**config.mk**
```make
export PLATFORM = sky130hd
export DESIGN_NAME = led_seq_core
export DESIGN_NICKNAME = d
export VERILOG_FILES = /design/src/rtl/led_seq_pkg.sv /design/src/rtl/SEG7_LUT.sv /design/src/rtl/led_seq_core.sv
export SDC_FILE = /design/constraint.sdc
export NUM_CORES = 1
export LEC_CHECK = 0
export CAP_MARGIN = 20
export CORE_MARGIN = 2
export CORE_UTILIZATION = 40
export DETAILED_ROUTE_END_ITERATION = 7
export HOLD_SLACK_MARGIN = 0.03
export PLACE_DENSITY = 0.61
export RECOVER_POWER = 25
export SLEW_MARGIN = 10
export SYNTH_ARGS = -nofsm -noshare
export SYNTH_HDL_FRONTEND = slang
export SYNTH_HIERARCHICAL = 1
export SYNTH_SLANG_ARGS = --single-unit
```
**constraint.sdc**
```tcl
create_clock -name clk -period 6.3 [get_ports clk]
set_clock_uncertainty 0.15 [all_clocks]
set_input_delay 0.945 -clock clk [delete_from_list [all_inputs] [get_ports clk]]
set_output_delay 0.945 -clock clk [all_outputs]
set_load 0.01 [all_outputs]
```
**src/rtl/led_seq_pkg.sv**
```systemverilog
// Shared definitions for the LED sequencer core.
// Contents: instruction field positions, opcode constants and the
// sequencer state enumeration. No ports.
package led_seq_pkg;

    // Instruction word layout: op in the top nibble, operand below it.
    localparam int INSTR_W = 32;
    localparam int OP_HI   = 31;
    localparam int OP_LO   = 28;
    localparam int OPND_W  = 28;
    localparam int LC_W    = 16;
    localparam int DISP_W  = 16;

    localparam logic [3:0] OP_NOP    = 4'd0;
    localparam logic [3:0] OP_SETG   = 4'd1;
    localparam logic [3:0] OP_SETR   = 4'd2;
    localparam logic [3:0] OP_SETHEX = 4'd3;
    localparam logic [3:0] OP_JMP    = 4'd4;
    localparam logic [3:0] OP_WAIT   = 4'd5;
    localparam logic [3:0] OP_LDC    = 4'd6;
    localparam logic [3:0] OP_DJNZ   = 4'd7;
    localparam logic [3:0] OP_HALT   = 4'd8;

    typedef enum logic [1:0] {
        ST_FETCH = 2'd0,
        ST_EXEC  = 2'd1,
        ST_WAIT  = 2'd2,
        ST_HALT  = 2'd3
    } state_e;

endpackage

```
**src/rtl/SEG7_LUT.sv**
```systemverilog
// Hex digit to 7-segment decoder, active-low outputs.
// Ports:
//   dig_i [3:0]  hex nibble
//   seg_o [6:0]  segments {g,f,e,d,c,b,a}, 0 = segment lit
module SEG7_LUT (
    input  logic [3:0] dig_i,
    output logic [6:0] seg_o
);

    always_comb begin
        seg_o = 7'b1111111;
        case (dig_i)
            4'h0: seg_o = 7'b1000000;
            4'h1: seg_o = 7'b1111001;
            4'h2: seg_o = 7'b0100100;
            4'h3: seg_o = 7'b0110000;
            4'h4: seg_o = 7'b0011001;
            4'h5: seg_o = 7'b0010010;
            4'h6: seg_o = 7'b0000010;
            4'h7: seg_o = 7'b1111000;
            4'h8: seg_o = 7'b0000000;
            4'h9: seg_o = 7'b0010000;
            4'hA: seg_o = 7'b0001000;
            4'hB: seg_o = 7'b0000011;
            4'hC: seg_o = 7'b1000110;
            4'hD: seg_o = 7'b0100001;
            4'hE: seg_o = 7'b0000110;
            4'hF: seg_o = 7'b0001110;
            default: seg_o = 7'b1111111;
        endcase
    end

endmodule

```
**src/rtl/led_seq_core.sv**
```systemverilog
// LED sequencer core: fetches 32-bit instructions from a synchronous
// instruction memory and executes LED/HEX writes, jumps, waits, a
// hardware loop counter and halt.
// Ports:
//   clk, reset        clock, asynchronous active-high reset
//   run               1 = execute, 0 = pause at next FETCH
//   imem_addr         instruction address (= pc)
//   imem_rdata        instruction word, valid one cycle after imem_addr
//   outLedG, outLedR  green / red LED banks
//   out7Seg0..3       active-low digits, digit0 = disp[3:0]
//   halted            high while in HALT
//   illegal           sticky undefined-opcode flag
module led_seq_core
    import led_seq_pkg::*;
#(
    parameter int ADDR_W = 8,
    parameter int LEDG_W = 8,
    parameter int LEDR_W = 10,
    parameter int WAIT_W = 24
) (
    input  logic              clk,
    input  logic              reset,
    input  logic              run,
    output logic [ADDR_W-1:0] imem_addr,
    input  logic [31:0]       imem_rdata,
    output logic [LEDG_W-1:0] outLedG,
    output logic [LEDR_W-1:0] outLedR,
    output logic [6:0]        out7Seg0,
    output logic [6:0]        out7Seg1,
    output logic [6:0]        out7Seg2,
    output logic [6:0]        out7Seg3,
    output logic              halted,
    output logic              illegal
);

    state_e              state_q, state_d;
    logic [ADDR_W-1:0]   pc_q, pc_d;
    logic [LEDG_W-1:0]   ledg_q, ledg_d;
    logic [LEDR_W-1:0]   ledr_q, ledr_d;
    logic [DISP_W-1:0]   disp_q, disp_d;
    logic [LC_W-1:0]     lc_q, lc_d;
    logic [WAIT_W-1:0]   wcnt_q, wcnt_d;
    logic                illegal_q, illegal_d;

    logic [3:0]          op;
    logic [WAIT_W-1:0]   wait_n;
    logic [LC_W-1:0]     lc_dec;
    logic [ADDR_W-1:0]   pc_inc;
    logic [ADDR_W-1:0]   target;
    logic                unused_rdata;

    assign op     = imem_rdata[OP_HI:OP_LO];
    assign wait_n = imem_rdata[WAIT_W-1:0];
    assign target = imem_rdata[ADDR_W-1:0];
    assign lc_dec = lc_q - LC_W'(1);
    // Natural truncation gives the modulo-2^ADDR_W wrap.
    assign pc_inc = pc_q + ADDR_W'(1);
    // Operand bits above the widest field in use are ignored by design.
    assign unused_rdata = ^imem_rdata;

    always_ff @(posedge clk or posedge reset) begin
        if (reset) begin
            state_q   <= ST_FETCH;
            pc_q      <= '0;
            ledg_q    <= '0;
            ledr_q    <= '0;
            disp_q    <= '0;
            lc_q      <= '0;
            wcnt_q    <= '0;
            illegal_q <= 1'b0;
        end else begin
            state_q   <= state_d;
            pc_q      <= pc_d;
            ledg_q    <= ledg_d;
            ledr_q    <= ledr_d;
            disp_q    <= disp_d;
            lc_q      <= lc_d;
            wcnt_q    <= wcnt_d;
            illegal_q <= illegal_d;
        end
    end

    always_comb begin
        state_d   = state_q;
        pc_d      = pc_q;
        ledg_d    = ledg_q;
        ledr_d    = ledr_q;
        disp_d    = disp_q;
        lc_d      = lc_q;
        wcnt_d    = wcnt_q;
        illegal_d = illegal_q;

        case (state_q)
            ST_FETCH: begin
                // The memory presents the word for pc during the next cycle.
                if (run) state_d = ST_EXEC;
            end
            ST_EXEC: begin
                pc_d    = pc_inc;
                state_d = ST_FETCH;
                case (op)
                    OP_NOP:    ;
                    OP_SETG:   ledg_d = imem_rdata[LEDG_W-1:0];
                    OP_SETR:   ledr_d = imem_rdata[LEDR_W-1:0];
                    OP_SETHEX: disp_d = imem_rdata[DISP_W-1:0];
                    OP_JMP:    pc_d   = target;
                    OP_WAIT: begin
                        // A zero count degenerates to a NOP.
                        if (wait_n != '0) begin
                            wcnt_d  = wait_n;
                            state_d = ST_WAIT;
                        end
                    end
                    OP_LDC:    lc_d = imem_rdata[LC_W-1:0];
                    OP_DJNZ: begin
                        lc_d = lc_dec;
                        if (lc_dec != '0) pc_d = target;
                    end
                    OP_HALT: begin
                        pc_d    = pc_q;
                        state_d = ST_HALT;
                    end
                    default:   illegal_d = 1'b1;
                endcase
            end
            ST_WAIT: begin
                // Leaving on a count of 1 makes WAIT n occupy exactly n cycles.
                wcnt_d = wcnt_q - WAIT_W'(1);
                if (wcnt_q <= WAIT_W'(1)) state_d = ST_FETCH;
            end
            ST_HALT: ;
            default: state_d = ST_FETCH;
        endcase
    end

    assign imem_addr = pc_q;
    assign outLedG   = ledg_q;
    assign outLedR   = ledr_q;
    assign halted    = (state_q == ST_HALT);
    assign illegal   = illegal_q;

    SEG7_LUT u_seg0 (.dig_i(disp_q[3:0]),   .seg_o(out7Seg0));
    SEG7_LUT u_seg1 (.dig_i(disp_q[7:4]),   .seg_o(out7Seg1));
    SEG7_LUT u_seg2 (.dig_i(disp_q[11:8]),  .seg_o(out7Seg2));
    SEG7_LUT u_seg3 (.dig_i(disp_q[15:12]), .seg_o(out7Seg3));

endmodule

```
* Yosys cells after proc, flatten, opt, wreduce, memory -nomap -nowiden
Memory sizes are Yosys's and may differ from the RTL's.
Index checks and enable logic that the tools add are counted.
** Cells by class
- Equality and inequality tests :: 15
- Mux-type cells :: 11
- $lt $le $gt $ge :: 1
- $add $sub $neg :: 3
- Bitwise operators :: 2
- Reductions and logical operators :: 16
** Operators with widths (number)
- $mux 24 :: 2
- $pmux 24 s2 :: 1
- $pmux 16 s2 :: 1
- $le 24x1->1 const B :: 1
- $pmux 8 s3 :: 1
- $reduce_bool 24->1 :: 1
- $sub 24x1->24 const B :: 1
- $eq 4x3->1 const B :: 4
- $reduce_bool 16->1 :: 1
- $sub 16x1->16 const B :: 1
- $reduce_and 2->1 :: 6
- $reduce_or 9->1 :: 1
- $add 8x1->8 const B :: 1
- $eq 4x2->1 const B :: 2
- $mux 8 :: 1
- $mux 2 :: 3
- $ne 2x2->1 const B :: 3
- $pmux 2 s3 :: 1
- $reduce_and 3->1 :: 2
- $eq 2x2->1 const B :: 2
- $eq 4x1->1 const B :: 1
- $eq 4x4->1 const B :: 1
- $logic_not 4->1 :: 1
- $pmux 2 s2 :: 1
- other kinds (6) :: 8
** Word-level totals
- Memory bits (read-only) :: 448
- Memories :: 4
- Bits of input ports :: 35
- Register bits after elaboration :: 85
- Word-level logic and storage cells :: 60
- Output and inout port bits :: 56
** Memories
- (no name shown) :: depth 16, bits a word 7, read ports 1, clocked after memory_dff 0, wr ports 0, RTL line SEG7_LUT.sv:12 : case (dig_i)
- (no name shown) :: depth 16, bits a word 7, read ports 1, clocked after memory_dff 0, wr ports 0, RTL line SEG7_LUT.sv:12
- (no name shown) :: depth 16, bits a word 7, read ports 1, clocked after memory_dff 0, wr ports 0, RTL line SEG7_LUT.sv:12
- (no name shown) :: depth 16, bits a word 7, read ports 1, clocked after memory_dff 0, wr ports 0, RTL line SEG7_LUT.sv:12

* Logic depth before layout (Yosys ltp)
Gate-level depths: netlist (run 1).
- Depth in word-level cells :: 4
- Depth in mapped cells :: 10

* Hierarchy
The synthesis (run 1) kept the hierarchy.
** By module, submodules not included
- led_seq_core :: area each 4803.4 um2, times used 1, cells each 511
- SEG7_LUT (u_seg0 ...) :: area each 275.3 um2, times used 3, cells each 32
- SEG7_LUT (u_seg3) :: area each 247.7 um2, times used 1, cells each 35

* Worst setup path before layout (run 1)
OpenSTA, ideal clock, no wires.
- Kind :: input to register
- Start :: in imem_rdata[29]
- End :: reg pc_q[7] (netlist: imem_addr[7])
- Setup slack :: 3425 ps
- Stages :: 9
- Buffers on the path :: 3
- Required time :: 6028 ps
- Data arrival time :: 2603 ps
- Path through :: buf_2 -> and2_1 -> buf_2 -> nand2_1 -> or2_2 -> o31ai_4 -> buf_6 -> mux2i_1 -> a2bb2oi_2
** On the way
- Longest elaborated chain between the ends :: 3
- Elaborated cells on any way between the ends :: 6
** Ends and longest elaborated chain
- start: declaration :: RTL line led_seq_core.sv:25 : input logic [31:0] imem_rdata,
- parallel branches: the longest is 3 deep, another holds $pmux 8 s3
- end signal: assignment :: RTL line led_seq_core.sv:73 : pc_q <= pc_d;
- end: declaration :: RTL line led_seq_core.sv:37 : logic [ADDR_W-1:0] pc_q, pc_d;
Several ways; the timed one is not identified.
A chain may end at the register's enable or synchronous reset.

* Worst setup path in the final report (run 1)
Same ends and word-level chain as after synthesis.

==> results of run 1 <==
-- cell type report --
cell class / count / share of cell area [%]
clock buffer: 11 / 3.56
clock inverter: 5 / 0.494
inverter: 24 / 1.29
multi-input combinational: 498 / 48.8
sequential: 85 / 30.0
tap: 184 / 3.25
timing repair buffer: 90 / 12.6
-- cells in the mapped netlist, types with 5 or more instances --
master / number / area share (%)
sky130_fd_sc_hd__nand2b_1: 6 / 0.64
sky130_fd_sc_hd__nor2b_1: 6 / 0.64
sky130_fd_sc_hd__nand2_1: 49 / 3.1
sky130_fd_sc_hd__a21oi_1: 53 / 4.5
sky130_fd_sc_hd__o21ai_0: 49 / 4.2
sky130_fd_sc_hd__o22ai_1: 27 / 2.9
sky130_fd_sc_hd__nor3_1: 15 / 1.3
sky130_fd_sc_hd__nor2_1: 48 / 3.1
sky130_fd_sc_hd__nand3_1: 31 / 2.6
sky130_fd_sc_hd__buf_2: 6 / 0.51
sky130_fd_sc_hd__clkbuf_1: 18 / 1.1
sky130_fd_sc_hd__mux2i_1: 19 / 3.2
sky130_fd_sc_hd__or3_1: 6 / 0.64
sky130_fd_sc_hd__inv_1: 24 / 1.5
sky130_fd_sc_hd__a22o_1: 6 / 0.89
sky130_fd_sc_hd__mux2_2: 38 / 7.3
sky130_fd_sc_hd__buf_6: 7 / 1.3
sky130_fd_sc_hd__o211ai_1: 9 / 1.1
sky130_fd_sc_hd__dfrtp_1: 85 / 36
sky130_fd_sc_hd__ha_1: 38 / 8.1
sky130_fd_sc_hd__nand4_1: 5 / 0.53
sky130_fd_sc_hd__nor4_1: 11 / 1.2
-- layer usage --
metal  share of wire, %  routed length (um)  global-route usage, %
met1                 45                7170                   26.3
met4                1.9                 301                   6.34
met2                 49                7770                   34.8
met3                4.0                 641                   4.07
met5                  0                   0                      0
-- per-stage QoR --
stage | cell area [um2] | utilization, % | power, mW
6_report | 7090 | 49.2 | 3.40
5_1_grt | 7090 | 49.2 | 3.68
4_1_cts | 7080 | 49.1 | 3.45
3_5_place_dp | 6790 | 47.1 | 2.93
3_3_place_gp | 6790 | 47.1 | 2.85
2_1_floorplan | 5880 | - | 2.23
-- power by group through the flow --
stage                     sequential [mW]  clock, mW  combinational [mW]
after floorplan                      1.08          0                1.14
after global placement               1.19          0                1.67
after detailed placement             1.21          0                1.72
after CTS                            1.20      0.524                1.72
after global routing                 1.26      0.549                1.86
final                                1.20      0.511                1.69
-- cells by family after synthesis --
logic type,count (synthesis),share of synthesized area (%)
buf+inv,59,4.90
fa+ha+maj,38,8.09
flops,85,36.2
mux,60,11.9
simple gates,214,18.9
xor+xnor,3,0.447
compound gates,183,19.6
-- worst max-delay path: cells and delay by family --
kind | cells | cell delay (ns)
compound gates | 2 | 0.63
mux | 1 | 0.29
buf+inv | 1 | 0.75
simple gates | 3 | 1.36
-- how the worst min path moves through the flow --
stage / from / to / slack [ns]
3_5_place_dp: illegal$_DFFE_PP0P_ / illegal$_DFFE_PP0P_ / 0.31
2_1_floorplan: lc_q[13]$_DFFE_PP0P_ / lc_q[13]$_DFFE_PP0P_ / 0.33
5_1_grt: outLedR[6]$_DFFE_PP0P_ / outLedR[6]$_DFFE_PP0P_ / 0.37
3_3_place_gp: illegal$_DFFE_PP0P_ / illegal$_DFFE_PP0P_ / 0.31
6_report: illegal$_DFFE_PP0P_ / illegal$_DFFE_PP0P_ / 0.34
4_1_cts: illegal$_DFFE_PP0P_ / illegal$_DFFE_PP0P_ / 0.35
-- flip-flops by register name, summed over array words and instances (netlist names) --
register,flops
disp_q,16
outLedG,8
state_q,2
illegal,1
wcnt_q,24
lc_q,16
outLedR,10
imem_addr,8
-- cells in the final DEF (no fill, tap or decap), types with 4 or more instances in the layout --
cell type	n
sky130_fd_sc_hd__a21oi_1	53
sky130_fd_sc_hd__a22o_1	6
sky130_fd_sc_hd__a22oi_1	4
sky130_fd_sc_hd__a2bb2oi_1	4
sky130_fd_sc_hd__and2_1	4
sky130_fd_sc_hd__clkbuf_16	9
sky130_fd_sc_hd__clkdlybuf4s50_1	64
sky130_fd_sc_hd__dfrtp_1	85
sky130_fd_sc_hd__dlygate4sd3_1	22
sky130_fd_sc_hd__ha_1	38
sky130_fd_sc_hd__inv_1	23
sky130_fd_sc_hd__mux2_2	38
sky130_fd_sc_hd__mux2i_1	19
sky130_fd_sc_hd__nand2_1	49
sky130_fd_sc_hd__nand2b_1	6
sky130_fd_sc_hd__nand3_1	31
sky130_fd_sc_hd__nand4_1	5
sky130_fd_sc_hd__nor2_1	48
sky130_fd_sc_hd__nor2b_1	6
sky130_fd_sc_hd__nor3_1	15
sky130_fd_sc_hd__nor4_1	11
sky130_fd_sc_hd__o211ai_1	9
sky130_fd_sc_hd__o21ai_0	49
sky130_fd_sc_hd__o22ai_1	27
sky130_fd_sc_hd__o31ai_1	4
sky130_fd_sc_hd__or2_2	4
sky130_fd_sc_hd__or3_1	6
==> results.md, run 1 <==
Route:
- In the final routed layout, each cell accounts on average for 17.7 um.
- The antenna violation net count after detailed routing is 0.
- The detailed router finished its first iteration with 321 violations.
- The pre-antenna-repair detailed-routing pass consisted of 4 iterations.
- The via total after detailed routing is 5204.
- The average via count per standard cell is 5.80.
- For this run, design rule violations remaining after detail routing come to 0.
- Wires add up to between 15000 and 20000 um.

Setup path:
- Data on the critical path arrives at its endpoint at 4.00 ns.
- The critical path in this run is classified as input pin to flop.
- The worst setup path is captured at a flop.
- The worst register-to-register path begins at lc_q[1]$_DFFE_PP0P_.
- The depth of the worst register-to-register path is 9.
- Following the worst setup path forward leads to its endpoint at imem_addr[7]$_DFFE_PP0P_.
- The setup check on the worst reg-to-reg path leaves a slack of 3.04 ns.
- The launch point of the critical path is imem_rdata[29].
- The terminus of the critical flop-to-flop path is imem_addr[7]$_DFFE_PP0P_.
- The worst path required time is between 6 and 7 ns.
- Walking the worst path, the cells encountered are dlygate4sd3_1 > and2_1 > nand2_1 > or2_2 > o31ai_4 > mux2i_1 > a2bb2oi_2.
- The worst stage delay on the critical path is roughly 0.75 ns.
- In this run the worst path has a maximum fanout of 18.
- STA classifies the critical path startpoint as an input pin.
- For this design, the slowest cell found on the critical path is sky130_fd_sc_hd__dlygate4sd3_1.

Layout:
- The post-route non-filler standard cell count is 897.
- The layout net count is 781.
- The area taken by multi-input logic gates is around 3500 um2.
- Cells with a size suffix above 1 make up 11.4% of the layout.
- The filler cell count is between 1000 and 1500.
- Across the whole layout, storage elements account for between 2000 and 2500 um2.
- The area growth from synthesis to layout is 20.7%.
- The count of antenna diodes in the layout is 0.

GRT:
- Summed over all layers, the global routing overflow is 0.
- The global-route wire length before repair is 26000 um.
- The initial antenna violation count was 0.
- The via count of the first global-routing pass is 5083.
- Entering global routing, the biggest net connects 71 pins.
- The overall track demand over capacity in global routing is 20.4%.

Logic synthesis:
- The netlist uses 68 different library cells.
- The number of synthesized register bits is 85.
- During synthesis, Yosys emitted a total of 6 warnings.
- For this run, asynchronously set or reset flops after synthesis account for 100%.
- The number of cells produced by synthesis is 642.
- Sequential elements use a little over a third of the synthesized area.
- The number of nets produced by synthesis is 715.
- The post-synthesis instance area is 5880 um2.
- Yosys mapped a number of flops with a built-in enable equal to 0.
- The per-instance average area after synthesis is 9.15 um2.
- The dominant register cell in the synthesized netlist is sky130_fd_sc_hd__dfrtp_1.

STA:
- The transition time of the tightest slew-check pin is between 1.5 and 2 ns.
- The tightest hold path in the finished design has a slack of ~0.34 ns.
- The final setup violation count is 0.
- The max-slew violation count is 71.
- The count of endpoints failing hold in the final timing report is 0.
- The ratio of final minimum period to clock period is 62.4%.
- The final critical delay including setup and external delays is 3.93 ns.
- Headroom to the max-slew limit came out at -21.9%.
- Setup repair after global routing left no endpoint under its margin.
- Setup total negative slack on the finished layout was measured at 0 ns.
- The maximum frequency from static timing analysis is 0.254 GHz.
- Across all setup checks in the final design, the least slack found is 2.37 ns.

Place:
- The congestion estimate from routability-driven global placement came to around 0.83.
- During placement, the flow inserted port buffers numbering 86.
- The final HPWL from detailed placement is 11000 um.
- OpenSTA, run right after detailed placement, puts the worst setup slack at 2.11 ns.
- Counting tap cells, the placed design contains a total of 880 instances.

Floorplanning:
- Measured along the x axis, the die boundary spans 125 um.
- The starting density of the core is 40.7%.
- The number of placement rows is 44.
- The region available for standard cell placement spans 14400 um2.
- The die outline area is about 16000 um2.
- In this run the vertical extent of the chip is 125 um.
- The I/O pin count is 91.

Clocking:
- The deepest clock path buffer count is 2.
- The latest clock arrival within the worst-skew pair is 0.34 ns.
- The root buffer cell is sky130_fd_sc_hd__clkbuf_16.
- The post-cts repair resize count is 0.
- The number of CTS-inserted buffers is 9.
- In this run the post-CTS setup repair buffer count came out at 0.
- The number of levels in the clock H-tree is 3.
- TritonCTS built the clock tree.
- After clock tree synthesis, the clock-pin slew on the worst setup and hold paths is 0.06 ns.
- The total of hold buffers inserted after clock tree synthesis is 0.
- Clock tree synthesis found a total of 85 sinks.

Status:
- The run finished, with violations left.
- The checks that failed: capacitance limit, slew limit.

Power and ir drop:
- Across the VDD grid, the largest voltage drop is between 0.2 and 0.25 mV.
- The clock network power share is 15.0%.
- In this run the static leakage power is 2.87 nW.
- The share of total power dissipated in combinational logic is 49.8%.
- The net switching power is ~1.4 mW.
- The proportion of total power due to net switching is between 40% and 50%.
- The sequential power share is 35.2%.
- Cell internal power was estimated by the tool at 2.03 mW.
- The power density of the placed cells is 480 nW/um2.

Min path:
- The worst hold path belongs to the class flop to flop.
- Along the worst hold path, the cell count comes to 1.

Job:
- Across the run, the number of max-cap violations was 1.
Power figures use the tool's default switching activity.
==> run 2: changes to the inputs <==
clock period = 3.7 ns   (was 6.3 ns; I/O delays follow)
==> run 2 against run 1 <==
Compared with the run above: the flow still finishes with violations (capacitance limit, slew limit); routed wire length up 0.66%; critical path type is now flop to flop; count of clock-buffer cells in the layout stayed put; worst setup slack got worse by 1.9 ns; combinational power increased by 73%; non-clock buffer count is 13 higher; critical path depth is 2 higher; highest routed layer unchanged; global-route usage increased by 0.41 points; largest power group unchanged; die area did not move; flip-flop and latch count did not move; clock power increased by 84%; via count down 0.60%.
==> results.md, run 2 (synthesis results as in run 1) <==
Clocking:
- The number of levels in the clock H-tree is 3 (unchanged).
- The tree is rooted in a sky130_fd_sc_hd__clkbuf_16.
- The post-CTS setup-driven buffer insertion count is 0 (unchanged).
- TritonCTS built the clock tree.
- The number of CTS-inserted buffers is 9 (unchanged).
- The clock-pin slew on the worst setup and hold paths is 0.06 ns (about the same).
- The latest clock arrival within the worst-skew pair is 0.35 ns (about the same).
- The deepest clock path buffer count is 2 (unchanged).
- The total of hold buffers inserted after clock tree synthesis came to 0 (unchanged).
- The number of clock sinks seen by CTS is 85 (unchanged).
- The post-cts repair resize count is 0 (unchanged).

STA:
- The final critical delay including setup and external delays is roughly 3.3 ns.
- Static timing analysis puts the maximum clock frequency at 0.306 GHz.
- The transition time of the tightest slew-check pin came to 1.81 ns (-0.0179 ns).
- The final setup violation count is 0 (unchanged).
- The ratio of final minimum period to clock period is 88.4%.
- The slack of the critical path is 0.430 ns (-1.94 ns).
- The worst slew slack as a fraction of its limit is -21.4% (+0.53 points).
- The aggregate negative setup slack is 0 ns (unchanged).
- The max-slew violation count is 39 (-45%).
- Setup repair after global routing left no endpoint under its margin.
- The final hold slack is 0.329 ns (-0.0143 ns).
- The count of endpoints failing hold in the final timing report is 0 (unchanged).

Setup path:
- By startpoint and endpoint, the worst setup path is classified as flop to flop.
- The origin of the critical flop-to-flop path is lc_q[1]$_DFFE_PP0P_.
- The nature of the critical path endpoint is a flop.
- The depth of the worst register-to-register path is 9 (unchanged).
- The startpoint type of the worst setup path is a flop.
- The setup slack of the worst register-to-register path is 0.43 ns (-2.61 ns).
- The largest fanout of any net on the critical path is 13 (-5).
- The terminus of the critical flop-to-flop path is imem_addr[7]$_DFFE_PP0P_.
- The signal arrival time at the worst endpoint is 3.34 ns (-0.66 ns).
- The worst path required time came to 3.77 ns (-2.60 ns).

Layout:
- Counting flops per register, the top entry is wcnt_q.
- The filler cell count is 1346 (-2.3%).
- The largest registers in the layout are wcnt_q: 24 flops, disp_q: 16 flops, lc_q: 16 flops.
- The relative area change from synthesis to final layout is 22.9%.
- Leaving out fill and tap cells, the most frequent cells in the layout are sky130_fd_sc_hd__dfrtp_1 (85), sky130_fd_sc_hd__clkdlybuf4s50_1 (85), sky130_fd_sc_hd__a21oi_1 (53).
- The proportion of layout cells with a drive suffix above 1 was 12.9% (+1.6 points).
- The count of antenna diodes in the layout is 0 (unchanged).
- The layout net count is 794 (+1.7%).
- The flip-flop count of the largest register after layout is 24 (unchanged).
- The share of the core filled with cells in the final layout is 50.1% (+0.92 points).

Place:
- The final HPWL from detailed placement is 11300 um (+2.8%).
- The worst setup slack after placement is 0.432 ns (-1.68 ns).
- The global placement routability congestion is 0.815 (-1.2%).
- The number of input and output port buffers inserted is 86 (unchanged).

Route:
- The total wirelength of the detailed-routed design came to 16000 um (+0.66%).
- The via total after detailed routing is 5173 (-0.60%).
- The final routed DRC violation total was 0 (unchanged).
- The detail-routed net length per standard cell is 17.6 um (-0.78%).
- The antenna violation net count after detailed routing is 0 (unchanged).
- The count of routing violations after the opening detailed-route iteration is 301 (-6.2%).
- The average via count per standard cell is 5.68 (-2.0%).
- The length of the first detailed-routing pass in iterations is 5 (+1).

Min path:
- The end point of the most critical hold path is illegal$_DFFE_PP0P_.
- The class of the most critical hold timing path is flop to flop.
- The number of instances on the worst hold path came to 1 (unchanged).
- The startpoint of the lowest-slack hold path is illegal$_DFFE_PP0P_.

GRT:
- The via count of the first global-routing pass is 4957 (-2.5%).
- The aggregate global routing overflow was 0 (unchanged).
- The overall track demand over capacity in global routing came to 20.9% (+0.41 points).
- The maximum number of pins on one net before global-route repair is 48 (-32%).
- After global routing, the most crowded layer is met2.
- The initial antenna violation count is 0 (unchanged).
- The global-route wire length before repair is 26300 um (+0.95%).
- The met3 usage in global routing is 4.15% (+0.086 points).
- The global-route track usage on met2 came to 34.3% (-0.51 points).
- The global routing usage on met1 is 28.6% (+2.3 points).

Power and ir drop:
- The peak supply drop was 0.356 mV (+78%).
- The power density of the placed cells is 818 nW/um2 (+70%).
- The leakage component of the power is 2.92 nW (+1.9%).

Status:
- The flow ran to the end, but the final reports show violations.
- The checks that failed: capacitance limit, slew limit.

Floorplanning:
- The die outline area is 15700 um2 (unchanged).
- The die height was 125 um (unchanged).
- The starting density of the core is 40.7% (unchanged).
- The I/O pin count is 91 (unchanged).
- The core box area was 14400 um2 (unchanged).
- The number of placement rows is 44 (unchanged).
- The horizontal die dimension is 125 um (unchanged).

Job:
- The number of violations of the max-capacitance limit is 1 (unchanged).
## run 2: cell types whose count changed in the layout (fill, tap and decap cells not counted), sizes merged
cell,before,now
clkbuf,12,11
clkinv,4,2
bufinv,0,1
clkdlybuf4s50,64,85
buf,3,17
clkinvlp,2,3
dlygate4sd3,22,1
## run 2: metrics by stage
stage	cells	instance area, um2	power [mW]
final	910	7220	5.91
after global routing	910	7220	6.38
after CTS	910	7220	5.95
after detailed placement	894	6910	4.99
after global placement	894	6910	4.87
after floorplan	642	5880	3.79
## run 2: worst max path at each step
| stage | startpoint | endpoint | slack [ns] | cells past startpoint |
|---|---|---|---|---|
| after floorplan | reset | disp_q[0]$_DFFE_PP0P_ | 0.80 | 1 |
| after global placement | imem_rdata[11] | wcnt_q[4]$_DFFE_PP0P_ | 0.46 | 8 |
| after detailed placement | imem_rdata[11] | wcnt_q[19]$_DFFE_PP0P_ | 0.43 | 8 |
| after CTS | lc_q[0]$_DFFE_PP0P_ | imem_addr[7]$_DFFE_PP0P_ | 0.44 | 9 |
| after global routing | lc_q[0]$_DFFE_PP0P_ | imem_addr[7]$_DFFE_PP0P_ | 0.20 | 9 |
| final | lc_q[1]$_DFFE_PP0P_ | imem_addr[7]$_DFFE_PP0P_ | 0.43 | 9 |
## run 2: critical path, cell delays in order, from the launching register on
cell and delay, ns:
sky130_fd_sc_hd__dfrtp_1 0.45, sky130_fd_sc_hd__inv_1 0.13, sky130_fd_sc_hd__ha_1 0.30, sky130_fd_sc_hd__nor3b_2 0.32, sky130_fd_sc_hd__nand4_1 0.15, sky130_fd_sc_hd__xnor2_1 0.18, sky130_fd_sc_hd__or3_1 0.45, sky130_fd_sc_hd__o31ai_4 0.63
sky130_fd_sc_hd__mux2i_1 0.31, sky130_fd_sc_hd__a2bb2oi_2 0.08
## run 2: power by group
part           switching [mW]  internal [mW]
sequential              0.678           1.37
combinational            1.28           1.64
clock                   0.380          0.560
total                    2.34           3.58
## run 2: layout make-up
cell class	instances	area (um2)	share of cell area (%)
inverters	24	91.3	1.26
multi-input cells	498	3460	47.9
repair buffers	103	1000	13.9
clock buffers	11	253	3.50
well taps	184	230	3.19
clock inverters	5	58.8	0.814
flip-flops and latches	85	2130	29.4
## run 2: layer usage
metal  wire length, um  part of all wire [%]
met1              7480                    47
met2              7660                    48
met4               180                   1.1
met5                 0                     0
met3               656                   4.1
